`src/rtl/text_ram_loader.sv`:
```
// text_ram_loader
// Owns the TextRAM program-memory port. It streams a program image from a
// byte source into TextRAM with setup/strobe/hold write cycles, then hands
// the port to the MC14500B fetch logic. The CPU is stalled whenever the
// loader owns the RAM.
//
// Ports
//   clk, reset       system clock, synchronous active-high reset
//   load_start/len   start a load of load_len words (accepted in IDLE/RUN)
//   run_start        IDLE -> RUN without loading
//   rx_valid/ready   byte-source handshake, rx_data is the word to store
//   cpu_address      CPU fetch address, cpu_data is the fetched word
//   cpu_stall        CPU must hold its state
//   ram_*            TextRAM write strobe, address, write data, read data
//   load_done        one-cycle pulse after the last word's HOLD
//   load_error       sticky, set for an oversized load_len
module text_ram_loader #(
  parameter int WORD     = 8,
  parameter int SIZE_LOG = 8,
  parameter int SIZE     = 2 ** SIZE_LOG
) (
  input  logic                clk,
  input  logic                reset,
  input  logic                load_start,
  input  logic [SIZE_LOG:0]   load_len,
  input  logic                run_start,
  input  logic                rx_valid,
  input  logic [WORD-1:0]     rx_data,
  output logic                rx_ready,
  input  logic [SIZE_LOG-1:0] cpu_address,
  output logic [WORD-1:0]     cpu_data,
  output logic                cpu_stall,
  output logic                ram_write,
  output logic [SIZE_LOG-1:0] ram_address,
  output logic [WORD-1:0]     ram_data_in,
  input  logic [WORD-1:0]     ram_data_out,
  output logic                load_done,
  output logic                load_error
);

  typedef enum logic [2:0] {
    S_IDLE,
    S_WAIT_WORD,
    S_SETUP,
    S_STROBE,
    S_HOLD,
    S_RUN
  } state_t;

  localparam logic [SIZE_LOG:0] LP_SIZE = (SIZE_LOG + 1)'(SIZE);

  state_t                r_state;
  logic [SIZE_LOG:0]     r_count;
  logic [SIZE_LOG:0]     r_len;
  logic [SIZE_LOG-1:0]   r_addr;
  logic [WORD-1:0]       r_data;
  logic                  r_rx_ready;
  logic                  r_stall;
  logic                  r_write;
  logic                  r_done;
  logic                  r_error;

  logic                  w_cpu_owns;
  logic [SIZE_LOG:0]     w_count_inc;

  assign w_cpu_owns  = (r_state == S_IDLE) || (r_state == S_RUN);
  assign w_count_inc = r_count + 1'b1;

  // The CPU address goes straight through so a fetch sees no extra latency;
  // during a load the registered address keeps the port stable.
  assign ram_address = w_cpu_owns ? cpu_address : r_addr;
  // Write data always comes from the register, never from rx_data, so it
  // cannot glitch while the strobe is high.
  assign ram_data_in = r_data;
  assign cpu_data    = ram_data_out;
  assign ram_write   = r_write;
  assign rx_ready    = r_rx_ready;
  assign cpu_stall   = r_stall;
  assign load_done   = r_done;
  assign load_error  = r_error;

  // NOTE: every register here is sequential state and uses <=, so all
  // right-hand sides see the values from before this clock edge.
  always_ff @(posedge clk) begin
    if (reset) begin
      r_state    <= S_IDLE;
      r_count    <= '0;
      r_len      <= '0;
      r_addr     <= '0;
      r_data     <= '0;
      r_rx_ready <= 1'b0;
      r_stall    <= 1'b1;
      r_write    <= 1'b0;
      r_done     <= 1'b0;
      r_error    <= 1'b0;
    end else begin
      // load_done is a single-cycle pulse; only HOLD or a zero-length load
      // raise it again.
      r_done <= 1'b0;
      case (r_state)
        S_IDLE, S_RUN: begin
          if (load_start) begin
            r_error <= 1'b0;
            if (load_len == '0) begin
              r_done  <= 1'b1;
              r_stall <= 1'b0;
              r_state <= S_RUN;
            end else if (load_len > LP_SIZE) begin
              r_error <= 1'b1;
              r_stall <= 1'b1;
              r_state <= S_IDLE;
            end else begin
              r_count    <= '0;
              r_len      <= load_len;
              r_stall    <= 1'b1;
              r_rx_ready <= 1'b1;
              r_state    <= S_WAIT_WORD;
            end
          end else if (run_start && (r_state == S_IDLE)) begin
            r_stall <= 1'b0;
            r_state <= S_RUN;
          end
        end
        S_WAIT_WORD: begin
          if (rx_valid && r_rx_ready) begin
            r_data     <= rx_data;
            r_addr     <= r_count[SIZE_LOG-1:0];
            r_rx_ready <= 1'b0;
            r_state    <= S_SETUP;
          end
        end
        S_SETUP: begin
          r_write <= 1'b1;
          r_state <= S_STROBE;
        end
        S_STROBE: begin
          r_write <= 1'b0;
          r_state <= S_HOLD;
        end
        S_HOLD: begin
          r_count <= w_count_inc;
          if (w_count_inc == r_len) begin
            r_done  <= 1'b1;
            r_stall <= 1'b0;
            r_state <= S_RUN;
          end else begin
            r_rx_ready <= 1'b1;
            r_state    <= S_WAIT_WORD;
          end
        end
        default: begin
          r_write    <= 1'b0;
          r_rx_ready <= 1'b0;
          r_stall    <= 1'b1;
          r_state    <= S_IDLE;
        end
      endcase
    end
  end

endmodule

```
`config.mk`:
```
export PLATFORM = sky130hd
export DESIGN_NAME = text_ram_loader
export DESIGN_NICKNAME = d
export VERILOG_FILES = /design/src/rtl/text_ram_loader.sv
export SDC_FILE = /design/constraint.sdc
export NUM_CORES = 1
export LEC_CHECK = 0
export CAP_MARGIN = 20
export CORE_MARGIN = 3
export CORE_UTILIZATION = 44
export DETAILED_ROUTE_END_ITERATION = 8
export PLACE_DENSITY = 0.77
export SLEW_MARGIN = 30
export SYNTH_ARGS = -nofsm -noshare
export SYNTH_HDL_FRONTEND = slang
export SYNTH_SLANG_ARGS = --single-unit
```
`constraint.sdc`:
```
create_clock -name clk -period 2.3 [get_ports clk]
set_input_delay 0.46 -clock clk [delete_from_list [all_inputs] [get_ports clk]]
set_output_delay 0.46 -clock clk [all_outputs]
set_load 0.005 [all_outputs]
```
Word level (Yosys, flattened, before mapping)
Cells that the tools add are included.
W data, S select, Z words.
{"block": "classes", "add_sub_neg": 1, "mul": 0, "n_div": 0, "magnitude_cmp": 1, "eq_ne": 13, "shifts": 0, "muxes": 30, "bitwise": 4, "n_reduce_logical": 17}
{"cell": "$mux W9", "count": 3}
{"cell": "$pmux W9 S2", "count": 1}
{"cell": "$mux W1", "count": 15}
{"cell": "$mux W3", "count": 5}
{"cell": "$pmux W3 S5", "count": 1}
{"cell": "$ne A2 B2 Y1 const B", "count": 6}
{"cell": "$add A9 B1 Y9 const B", "count": 1}
{"cell": "$eq A9 B9 Y1", "count": 1}
{"cell": "$gt A9 B9 Y1 const B", "count": 1}
{"cell": "$logic_not A9 Y1", "count": 1}
{"cell": "$mux W8", "count": 1}
{"cell": "$reduce_and A4 Y1", "count": 2}
{"cell": "$eq A3 B2 Y1 const B", "count": 2}
{"cell": "$eq A3 B3 Y1 const B", "count": 2}
{"cell": "$reduce_and A2 Y1", "count": 3}
{"cell": "$reduce_and A6 Y1", "count": 1}
{"cell": "$not A1 Y1", "count": 4}
{"cell": "$pmux W1 S2", "count": 2}
{"cell": "$pmux W1 S4", "count": 1}
{"cell": "$reduce_or A2 Y1", "count": 2}
{"cell": "$reduce_or A4 Y1", "count": 1}
{"cell": "$eq A3 B1 Y1 const B", "count": 1}
{"cell": "$logic_not A3 Y1", "count": 1}
{"cell": "$ne A3 B3 Y1 const B", "count": 1}
{"cell": "6 further kinds", "count": 7}
{"block": "totals", "regBits": 42, "latch_bits": 0, "ramBits": 0, "mem_bits_ro": 0, "inputBits": 38, "output_inout_bits": 29, "memories": 0}

Depth between registers and ports, before layout
Gate-level depths: netlist of run 1.
{"block": "depth", "depth_word": 5, "ltp_mapped": 10, "ltp_nobuf": 10}

Worst setup path before layout of run 1
OpenSTA, ideal clock, no wires.
{"block": "synth_path", "path_kind": "input-to-reg", "startpoint": "input load_len[3]", "endpoint": "register r_count[6]", "t_arrival_ns": 2.295, "required_time_ns": 2.172, "setup_slack_ns": -0.122, "path_stages": 9, "cell_sequence": "nor4_1 nand2_1 ha_1 or3b_1 maj3_1 nor2_2 o21ai_1 a22oi_1 nor2_1"}
{"block": "synth_between", "elab_chain_cells": 3}
{"element": "from (decl)", "line": "25", "rtl": "input logic [SIZE_LOG:0] load_len,"}
{"element": "$gt A9 B9 Y1 or $logic_not A9 Y1 (tied branches)", "line": "108, 104"}
{"element": "$ne A2 B2 Y1 (no line)"}
{"element": "$reduce_and A4 Y1 (no line) (*)"}
{"element": "to (signal assigned)", "line": "141", "rtl": "r_count <= w_count_inc;"}
{"element": "to (decl)", "line": "53", "rtl": "logic [SIZE_LOG:0] r_count;"}
Mark *: on every way between the ends. The rest lies on a longest branch, timed or not.
A chain may end at the register's enable or synchronous reset.

Final worst setup path of run 1
{"block": "layout_path", "startpoint": "input load_len[6]", "endpoint": "register r_count[1]"}
Same word-level chain as after synthesis.

==> run_results.csv, run 1 <==
group,metric,value,unit
status,outcome,"complete, but fails checks",
status,violations,"setup timing",
final_layout,nNetsFinal,412,
clocking,numCtsBuffers,5,
run,drv_cap,0,
sta,finalHoldViolations,0,
worst_setup_path,arrival,2480,ps
sta,layout_min_cycle_time,2318,ps
power_and_ir_drop,internal_power,0.001910,W
die,die_area,0.006481,sq mm
synthesis,synth.mux.area_fraction,8.197,%
synthesis,synth_area_leaders,"dfxtp_1 (34%), nand2_1 (7.5%), a21oi_1 (6.1%), nor2_1 (4.8%), mux2i_1 (4.5%)",
sta,setup_viol,3,
synthesis,yosys.area_share.adder,2.869,%
final_layout,synthToLayoutAreaGrowth,36.78,%
synthesis,synth_top_family_by_area,"simple AND/OR/NAND/NOR gates",
global_routing,grt_pass1_vias,2395,
clocking,clk_latency,300,ps
clocking,htree_levels,2,
synthesis,synth_largest_area_cell,"dfxtp_1",
clocking,clock-sinks,42,
final_layout,diodes,0,
synthesis,ys.flop_type,"dfxtp_1",
sta,fin_ws,-17.75,ps
sta,drv_slew,0,
sta,whs,445.0,ps
min_path,min_path_type,"input pin to flip-flop",
final_layout,fillers,424,
worst_setup_path,critPathRequiredTime,2470,ps
worst_setup_path,startpoint_type,"input pin",
synthesis,ys_seq_area_share,34.43,%
synthesis,netlist_area,0.002442,sq mm
detailed_routing,finalWirelength,6866,um
place,place_ws,-634.7,ps
detailed_routing,antenna_left,0,
power_and_ir_drop,p_sw_share,35.02,%
power_and_ir_drop,pwr-share-clk,20.3,%
detailed_routing,route.detailed.drc,0,
power_and_ir_drop,cellPowerDensity,879.9,mW/mm^2
synthesis,synthArstFlopShare,0,%
synthesis,synth_compound_area_share,14.75,%
synthesis,synth_xor_area_share,4.816,%
clocking,path_clk_slew,80,ps
detailed_routing,drt_iter0_markers,185,
synthesis,ys_warn_count,0,
sta,skew,9.824,ps
synthesis,synth.distinct_cells,53,
power_and_ir_drop,p_sw,0.001029,W
power_and_ir_drop,ir_drop,0.0004791,V
clocking,cts_tree,"done",
worst_setup_path,crit_type,"input pin to flip-flop",
power_and_ir_drop,comb_power_share,50.9,%
detailed_routing,viasPerCell,5.469,
synthesis,synth_commonest_cells,"nand2_1 (49), dfxtp_1 (42), nor2_1 (31)",
worst_setup_path,reg2regPathDepth,6,
synthesis,ys_ff_latch,42,
detailed_routing,wl_per_cell,15.57,um
final_layout,drive_gt1_share,29.38,%
sta,fmax,431.5,MHz
die,initial_utilization,46.63,%
final_layout,seqCellArea,845.8,sq um
global_routing,antenna_found_initial,0,
synthesis,synth_top_area_share,34.43,%
synthesis,synth-edff-count,0,
synthesis,synthCells,299,
synthesis,yosysMostFrequentCell,"nand2_1",
sta,fin_crit_sh,100.8,%
detailed_routing,drt_pass1_iterations,5,
place,place_area,0.003083,sq mm
synthesis,avgSynthCellArea,8.168,sq um
worst_setup_path,endpoint_kind,"flip-flop",
power_and_ir_drop,seqPwrFrac,28.9,%
die,die_h,80.51,um
clocking,cts-root-buf,"clkbuf_8",
detailed_routing,vias,2412,
synthesis,synth_simple_gate_area_share,25.05,%
place,dp_hpwl,4413,um
place,buffer_ports.inserted,50,
power_and_ir_drop,p_leak,1.328,nW
final_layout,multiInputGateArea,0.001469,sq mm
synthesis,syn-num-nets,341,
min_path,hold_depth,3,
power_and_ir_drop,fin_total_pwr,0.002940,W
global_routing,grt_pass1_wl,10870,um
place,finalWeightedCongestion,0.8460,
global_routing,grt_usage,21.49,%
final_layout,fin_area,0.003341,sq mm
sta,slew_headroom,57.24,%
global_routing,grt_overflow,0,
die,fp-row-count,26,
die,die_w,80.51,um
global_routing,grt_max_degree,31,
sta,worst_pin_slew,639.5,ps
clocking,clock_tree.buffer_depth,2,
die,core,0.005238,sq mm
die,io_pins,67,
worst_setup_path,crit_fanout,6,
area by class of cell:
| type | count | area share [%] |
|---|---|---|
| Multi-Input combinational cell | 222 | 43.97 |
| Sequential cell | 42 | 25.32 |
| Timing Repair Buffer | 91 | 23.93 |
| Tap cell | 70 | 2.622 |
| Clock buffer | 5 | 2.060 |
| Clock inverter | 3 | 1.199 |
| Inverter | 8 | 0.8989 |
power groups by stage:
stage / sequential, W / clock [W] / combinational [W]
final: 0.000849 / 0.000596 / 0.00150
after detailed placement: 0.000860 / 0 / 0.00117
after CTS: 0.000848 / 0.000599 / 0.00147
after global routing: 0.000857 / 0.000624 / 0.00160
after floorplan: 0.000872 / 0 / 0.000734
after global placement: 0.000857 / 0 / 0.00115
state kept, by name (all words and copies together) (netlist names):
signal       flops
r_count          9
r_len            9
r_addr           8
ram_data_in      8
r_state          3
cpu_stall        1
load_done        1
load_error       1
ram_write        1
rx_ready         1
cell usage in the layout, fill, tap and decap left out, drive strengths merged, types with 2 or more instances in the layout:
cell type,Yosys,final
clkinv,0,2
or2,2,2
nand2,49,49
mux2i,11,11
nand4,7,7
buf,16,48
a311oi,3,3
and3,3,3
nand3,8,8
mux2,8,8
o21a,2,2
nor4,2,2
nor2b,2,2
inv,8,8
ha,4,4
a22oi,2,2
clkdlybuf4s50,0,33
maj3,2,2
xnor2,7,7
dfxtp,42,42
o21ai,12,12
nor3,13,13
a21oi,31,31
xor2,3,3
nor2,33,33
clkbuf,11,13
what timing repair did:
action	4_1_cts	5_1_grt
gates cloned	1	0
endpoints found under the hold margin	0	0
setup buffers	12	1
endpoints found under the setup margin	20	17
hold buffers	0	0
pin swaps	13	9
resized for setup	64	27
through the flow:
stage               util, %  TNS, ps  instances
finish                63.78   -27.37        441
global route          63.78   -157.1        441
CTS                   63.66   -187.4        442
detailed placement    58.86    -7610        421
global placement      58.86    -5716        421
floorplan                 -        0        299
critical path, stage by stage:
cell	delay, ps
buf_2	120
nor4_4	280
nand2_2	130
ha_4	200
or3b_4	410
maj3_2	350
nor2_4	210
inv_2	90
a22oi_2	160
nor2_1	70
layer usage:
metal | up-vias | track usage (%) | wire, um
met3 | 20 | 6.166 | 486
met1 | 1128 | 25.46 | 2784
met4 | 0 | 8.615 | 191
met5 | - | 0 | 0
li1 | 1164 | - | -
met2 | 100 | 36.26 | 3404
worst paths after layout:
path,startpoint,end,slack [ps]
worst max register to register,r_count[4],r_state[2],140
worst max-delay path,load_len[6],r_count[1],-20
worst min register to register,ram_data_in[3],ram_data_in[3],460
worst min-delay path,load_len[1],r_len[1],450
kinds of logic after synthesis:
group	after synthesis
AOI/OAI and AO/OA	60
xor gates and xnor gates	11
adders and majority gates	6
buffers and inverters	35
DFF	42
muxes	19
and+or+nand+nor	126
Power figures use the tool's default switching activity.
==> inputs of run 2 (changes only) <==
CORE_ASPECT_RATIO = 0.7   (was default)
==> run 2 against run 1 <==
  * The run now ends clean
  * Clock power shrank 20%
  * Maximum frequency is 1.7% higher
  * Via count decreased by 2.5%
  * Worst setup slack improved by 38 ps
  * Non-clock buffer count shrank 2
  * Total power shrank 6.0%
  * Clock-buffer cell count grew 1
  * Final area fell by 1.0%
  * Register-to-register slack gained 40 ps
  * Largest cell class unchanged
  * Routed wire length down 6.6%
  * Highest routed layer unchanged
==> run_results.csv, run 2 (synthesis gave the netlist of run 1 again) <==
group,metric,value,unit
worst_setup_path,cp_cell_sequence,"buf_2, nor4_2, nand2_2, ha_4, or3b_4, maj3_2, nor2_4, o21ai_1, a22oi_1, nor2_1",
sta,fmax,438.7,MHz
final_layout,reg_top3,"r_count x9, r_len x9",
worst_setup_path,r2r-end,"cpu_stall",
power_and_ir_drop,comb_power_share,51.8,%
global_routing,grt_usage,20.38,%
final_layout,multiInputGateArea,0.001451,sq mm
clocking,clock_tree.buffer_depth,2,
detailed_routing,antenna_left,0,
power_and_ir_drop,pwr-share-clk,17.3,%
global_routing,grt_max_degree,30,
sta,drv_slew,0,
sta,rsz0062_at_grt,"true",
global_routing,grt_pass1_wl,10270,um
final_layout,fillers,447,
status,outcome,"finished, final reports clean",
clocking,cts-root-buf,"clkbuf_8",
clocking,clock-sinks,42,
worst_setup_path,cp_top_family,"simple AND/OR/NAND/NOR gates",
die,die_area,0.006495,sq mm
detailed_routing,drt_iter0_markers,138,
worst_setup_path,cpMaxStageDelayCell,"or3b_4",
run,drv_cap,0,
clocking,cts_tree,"done",
final_layout,diodes,0,
global_routing,grt_overflow,0,
sta,setup_viol,0,
final_layout,drive_gt1_share,28.18,%
sta,skew,9.358,ps
sta,finalHoldViolations,0,
power_and_ir_drop,seqPwrFrac,30.9,%
sta,fin_crit_sh,99.12,%
clocking,clk_latency,300,ps
worst_setup_path,reg2regPathDepth,7,
worst_setup_path,arrival,2480,ps
global_routing,antenna_found_initial,0,
power_and_ir_drop,ir_drop,0.0004502,V
die,core,0.005313,sq mm
worst_setup_path,startpoint_type,"input pin",
worst_setup_path,crit_fanout,6,
place,finalWeightedCongestion,0.9427,
detailed_routing,vias,2352,
min_path,min_path_type,"input pin to flip-flop",
worst_setup_path,cp-endpoint,"r_count[6]",
power_and_ir_drop,p_sw,0.0009867,W
final_layout,mostFrequentLayoutCells,"nand2_1 (47), dfxtp_1 (37), clkdlybuf4s50_1 (33)",
die,io_pins,67,
sta,worst_pin_slew,363.9,ps
detailed_routing,finalWirelength,6414,um
detailed_routing,route.detailed.drc,0,
power_and_ir_drop,internal_power,0.001777,W
die,die_h,68.34,um
final_layout,seqCellArea,847.1,sq um
die,fp-row-count,22,
clocking,postCtsHoldBufs,0,
final_layout,nNetsFinal,410,
worst_setup_path,critPathRequiredTime,2500,ps
die,initial_utilization,45.97,%
sta,slew_headroom,75.49,%
worst_setup_path,path_buf_inv,1,
power_and_ir_drop,cellPowerDensity,836.0,mW/mm^2
final_layout,final_common_cell,"nand2_1",
detailed_routing,drt_pass1_iterations,4,
worst_setup_path,max_stage_delay,370,ps
place,buffer_ports.inserted,50,
worst_setup_path,r2r_setup_slack,180,ps
power_and_ir_drop,fin_total_pwr,0.002763,W
power_and_ir_drop,p_leak,1.308,nW
global_routing,grt_pass1_vias,2183,
detailed_routing,viasPerCell,5.333,
clocking,path_clk_slew,80,ps
place,dp_hpwl,4361,um
die,die_w,95.05,um
sta,layout_min_cycle_time,2280,ps
worst_setup_path,r2r_start,"r_count[0]",
power_and_ir_drop,p_sw_share,35.71,%
final_layout,synthToLayoutAreaGrowth,35.35,%
worst_setup_path,endpoint_kind,"flip-flop",
clocking,numCtsBuffers,5,
detailed_routing,wl_per_cell,14.54,um
worst_setup_path,cp-startpoint,"load_len[2]",
clocking,htree_levels,2,
final_layout,final_core_util,62.22,%
worst_setup_path,crit_type,"input pin to flip-flop",
worst_setup_path,worstSetupPathDepth,10,
## run 2: cell type report
cell class	count	area share, %
Clock buffer	6	2.195
Clock inverter	2	0.4164
Inverter	8	0.9841
Multi-Input combinational cell	222	43.91
Sequential cell	42	25.62
Tap cell	72	2.725
Timing Repair Buffer	89	24.15
## run 2: worst register-to-register path, cell delays in order (launching register included)
cell      delay, ps
dfxtp_1         380
ha_2            310
xnor2_1         190
nand3_1         120
nor4b_2         300
nand4_1         180
a222oi_1        360
mux2i_1         220
## run 2: how the worst min path moves through the flow
stage              startpoint             end  slack, ps  cells past startpoint
4_1_cts           load_len[6]        r_len[6]        450                      3
2_1_floorplan       r_addr[0]       r_addr[0]        430                      2
3_5_place_dp   ram_data_in[2]  ram_data_in[2]        450                      2
3_3_place_gp   ram_data_in[4]  ram_data_in[4]        440                      2
6_report          load_len[6]        r_len[6]        400                      3
5_1_grt           load_len[6]        r_len[6]        420                      3
## run 2: metrics by stage
stage          instances  hold slack [ps]  TNS [ps]  worst slack [ps]  cell area, sq um
2_1_floorplan        299            433.8         0             12.16              2464
3_3_place_gp         424            441.3     -6886            -583.6              3080
3_5_place_dp         424            448.7     -8095            -661.6              3080
4_1_cts              440            451.2    -102.2            -43.27              3254
5_1_grt              441            421.0    -153.7            -62.12              3306
6_report             441            397.2         0             20.32              3306
## run 2: repair_timing
action,in CTS,in global routing
pin swaps,12,14
setup buffers,7,2
gates cloned,1,0
setup endpoints to repair,20,20
resized for setup,55,38
## run 2: metal layers
metal  GRT usage (%)  share of wire (%)  vias to the layer above
li1                -                  -                     1161
met1           29.16                 48                     1096
met2           31.34                 45                       86
met3           3.956                6.3                        9
met4           5.396                1.3                        0
met5               0                  0                        -
## run 2: power groups by stage
stage / clock, W / combinational, W / sequential, W
after CTS: 0.000480 / 0.00134 / 0.000848
after detailed placement: 0 / 0.00117 / 0.000860
after floorplan: 0 / 0.000734 / 0.000872
final: 0.000478 / 0.00143 / 0.000853
after global routing: 0.000512 / 0.00154 / 0.000864
after global placement: 0 / 0.00115 / 0.000857
==> inputs of run 3 (changes only) <==
SKIP_LAST_GASP = 1   (was default)
==> run 3 against run 2 <==
  * The run now ends with setup timing left
  * Worst setup slack got worse by 38 ps
  * Sequential power about the same
  * Utilization grew 0.071 points
  * Non-clock buffer count up 3
  * Register-to-register slack about the same
  * Global-route usage decreased by 0.14 points
  * Total power up 1.7%
  * Worst hold slack better by 36 ps
  * First-iteration DRC count is 38% higher
  * Highest routed layer unchanged
==> run_results.csv, run 3 (synthesis gave the netlist of run 1 again) <==
group,metric,value,unit
status,outcome,"complete, but fails checks",
status,violations,"setup timing",
sta,fin_ws,-17.85,ps
sta,drv_slew,0,
worst_setup_path,critPathRequiredTime,2500,ps
global_routing,grt_usage,20.24,%
clocking,numCtsBuffers,5,
final_layout,nNetsFinal,413,
min_path,min_from,"load_len[0]",
place,dp_hpwl,4361,um
sta,fin_crit_sh,100.8,%
clocking,cts_tree,"done",
final_layout,synthToLayoutAreaGrowth,35.50,%
power_and_ir_drop,cellPowerDensity,849.4,mW/mm^2
detailed_routing,finalWirelength,6493,um
power_and_ir_drop,pwr-share-clk,17.0,%
place,place_area,0.003080,sq mm
final_layout,reg_top3,"r_count x9, r_len x9",
run,drv_cap,0,
worst_setup_path,r2r_setup_slack,190,ps
worst_setup_path,crit_type,"input pin to flip-flop",
min_path,hold_end,"r_len[0]",
sta,fmax,431.4,MHz
min_path,min_path_type,"input pin to flip-flop",
power_and_ir_drop,seqPwrFrac,30.4,%
detailed_routing,viasPerCell,5.392,
sta,finalHoldViolations,0,
clocking,postCtsHoldBufs,0,
die,initial_utilization,45.97,%
worst_setup_path,arrival,2510,ps
final_layout,fin_area,0.003309,sq mm
die,fp-row-count,22,
global_routing,grt_pass1_wl,10210,um
min_path,hold_depth,3,
detailed_routing,drt_pass1_iterations,4,
worst_setup_path,endpoint_kind,"flip-flop",
power_and_ir_drop,ir_drop,0.0004807,V
sta,whs,433.0,ps
final_layout,fin_cells,444,
clocking,clk_latency,300,ps
sta,rsz0062_at_grt,"true",
power_and_ir_drop,p_sw_share,35.46,%
final_layout,mostFrequentLayoutCells,"nand2_1 (47), dfxtp_1 (37), clkdlybuf4s50_1 (33)",
detailed_routing,vias,2394,
global_routing,grt_pass1_vias,2169,
global_routing,grt_overflow,0,
place,buffer_ports.inserted,50,
final_layout,final_common_cell,"nand2_1",
clocking,clock_tree.buffer_depth,2,
final_layout,diodes,0,
worst_setup_path,reg2regPathDepth,7,
worst_setup_path,r2r_start,"r_count[0]",
final_layout,drive_gt1_share,29.03,%
worst_setup_path,crit_fanout,6,
sta,final.setup.tns,-17.85,ps
detailed_routing,drt_iter0_markers,190,
die,core,0.005313,sq mm
power_and_ir_drop,p_leak,1.316,nW
worst_setup_path,startpoint_type,"input pin",
worst_setup_path,r2r-end,"cpu_stall",
die,die_w,95.05,um
die,die_area,0.006495,sq mm
global_routing,grt_max_degree,30,
power_and_ir_drop,comb_power_share,52.7,%
detailed_routing,route.detailed.drc,0,
sta,skew,12.83,ps
sta,worst_pin_slew,367.3,ps
global_routing,antenna_found_initial,0,
place,dp_cells,424,
clocking,clock-sinks,42,
die,die_h,68.34,um
die,io_pins,67,
place,finalWeightedCongestion,0.9427,
detailed_routing,wl_per_cell,14.62,um
clocking,cts-root-buf,"clkbuf_8",
place,place_ws,-661.6,ps
power_and_ir_drop,p_sw,0.0009967,W
power_and_ir_drop,internal_power,0.001814,W
sta,setup_viol,1,
sta,slew_headroom,75.33,%
clocking,htree_levels,2,
detailed_routing,antenna_left,0,
sta,layout_min_cycle_time,2318,ps
clocking,path_clk_slew,90,ps
==> run 3: timing repair <==
item,CTS,global route
pin swaps,11,15
cloned,1,0
endpoints found under the hold margin,0,0
setup buffers,7,4
setup endpoints to repair,20,21
resized for setup,42,44
==> run 3: metal layers <==
metal,up-vias,part of all wire (%),GRT usage [%]
met5,-,0,0
met3,9,7.0,4.066
li1,1172,-,-
met4,0,1.1,5.396
met2,104,44,30.90
met1,1109,48,29.03
==> run 3: power groups by stage <==
stage	clock, W	sequential (W)	combinational (W)
6_report	0.000477	0.000853	0.00148
5_1_grt	0.000512	0.000864	0.00159
4_1_cts	0.000480	0.000848	0.00133
3_5_place_dp	0	0.000860	0.00117
3_3_place_gp	0	0.000857	0.00115
2_1_floorplan	0	0.000872	0.000734
==> run 3: layout make-up <==
type	count	area [sq um]
fill	443	2003
multi-input combinational	222	1451
sequential	42	847.1
timing repair buffer	92	804.5
tap	72	90.09
clock buffer	6	72.57
inverter	8	30.03
clock inverter	2	13.76
==> run 3: critical path: stages <==
cell	delay [ps]
buf_2	120
nor4_4	310
nand2_2	130
ha_4	180
or3b_4	370
maj3_2	340
nor2_4	200
o21ai_1	110
a22oi_1	220
nor2_1	70
==> run 3: worst max-delay path by stage <==
stage                           start              to  slack [ps]  depth (start not counted)
final                     load_len[4]      r_count[6]         -20                         10
after global routing      load_len[4]      r_count[6]        -110                         10
after CTS                  r_state[0]  ram_address[5]         -90                          6
after detailed placement  load_len[3]      r_count[6]        -660                         10
after global placement    load_len[3]      r_count[6]        -580                         10
after floorplan           load_len[7]      r_count[6]          10                          9
==> run 3: per-stage QoR <==
step / total power [W] / utilization [%]
2_1_floorplan: 0.001606 / -
3_3_place_gp: 0.002011 / 57.98
3_5_place_dp: 0.002031 / 57.98
4_1_cts: 0.002653 / 61.33
5_1_grt: 0.002964 / 62.29
6_report: 0.002811 / 62.29
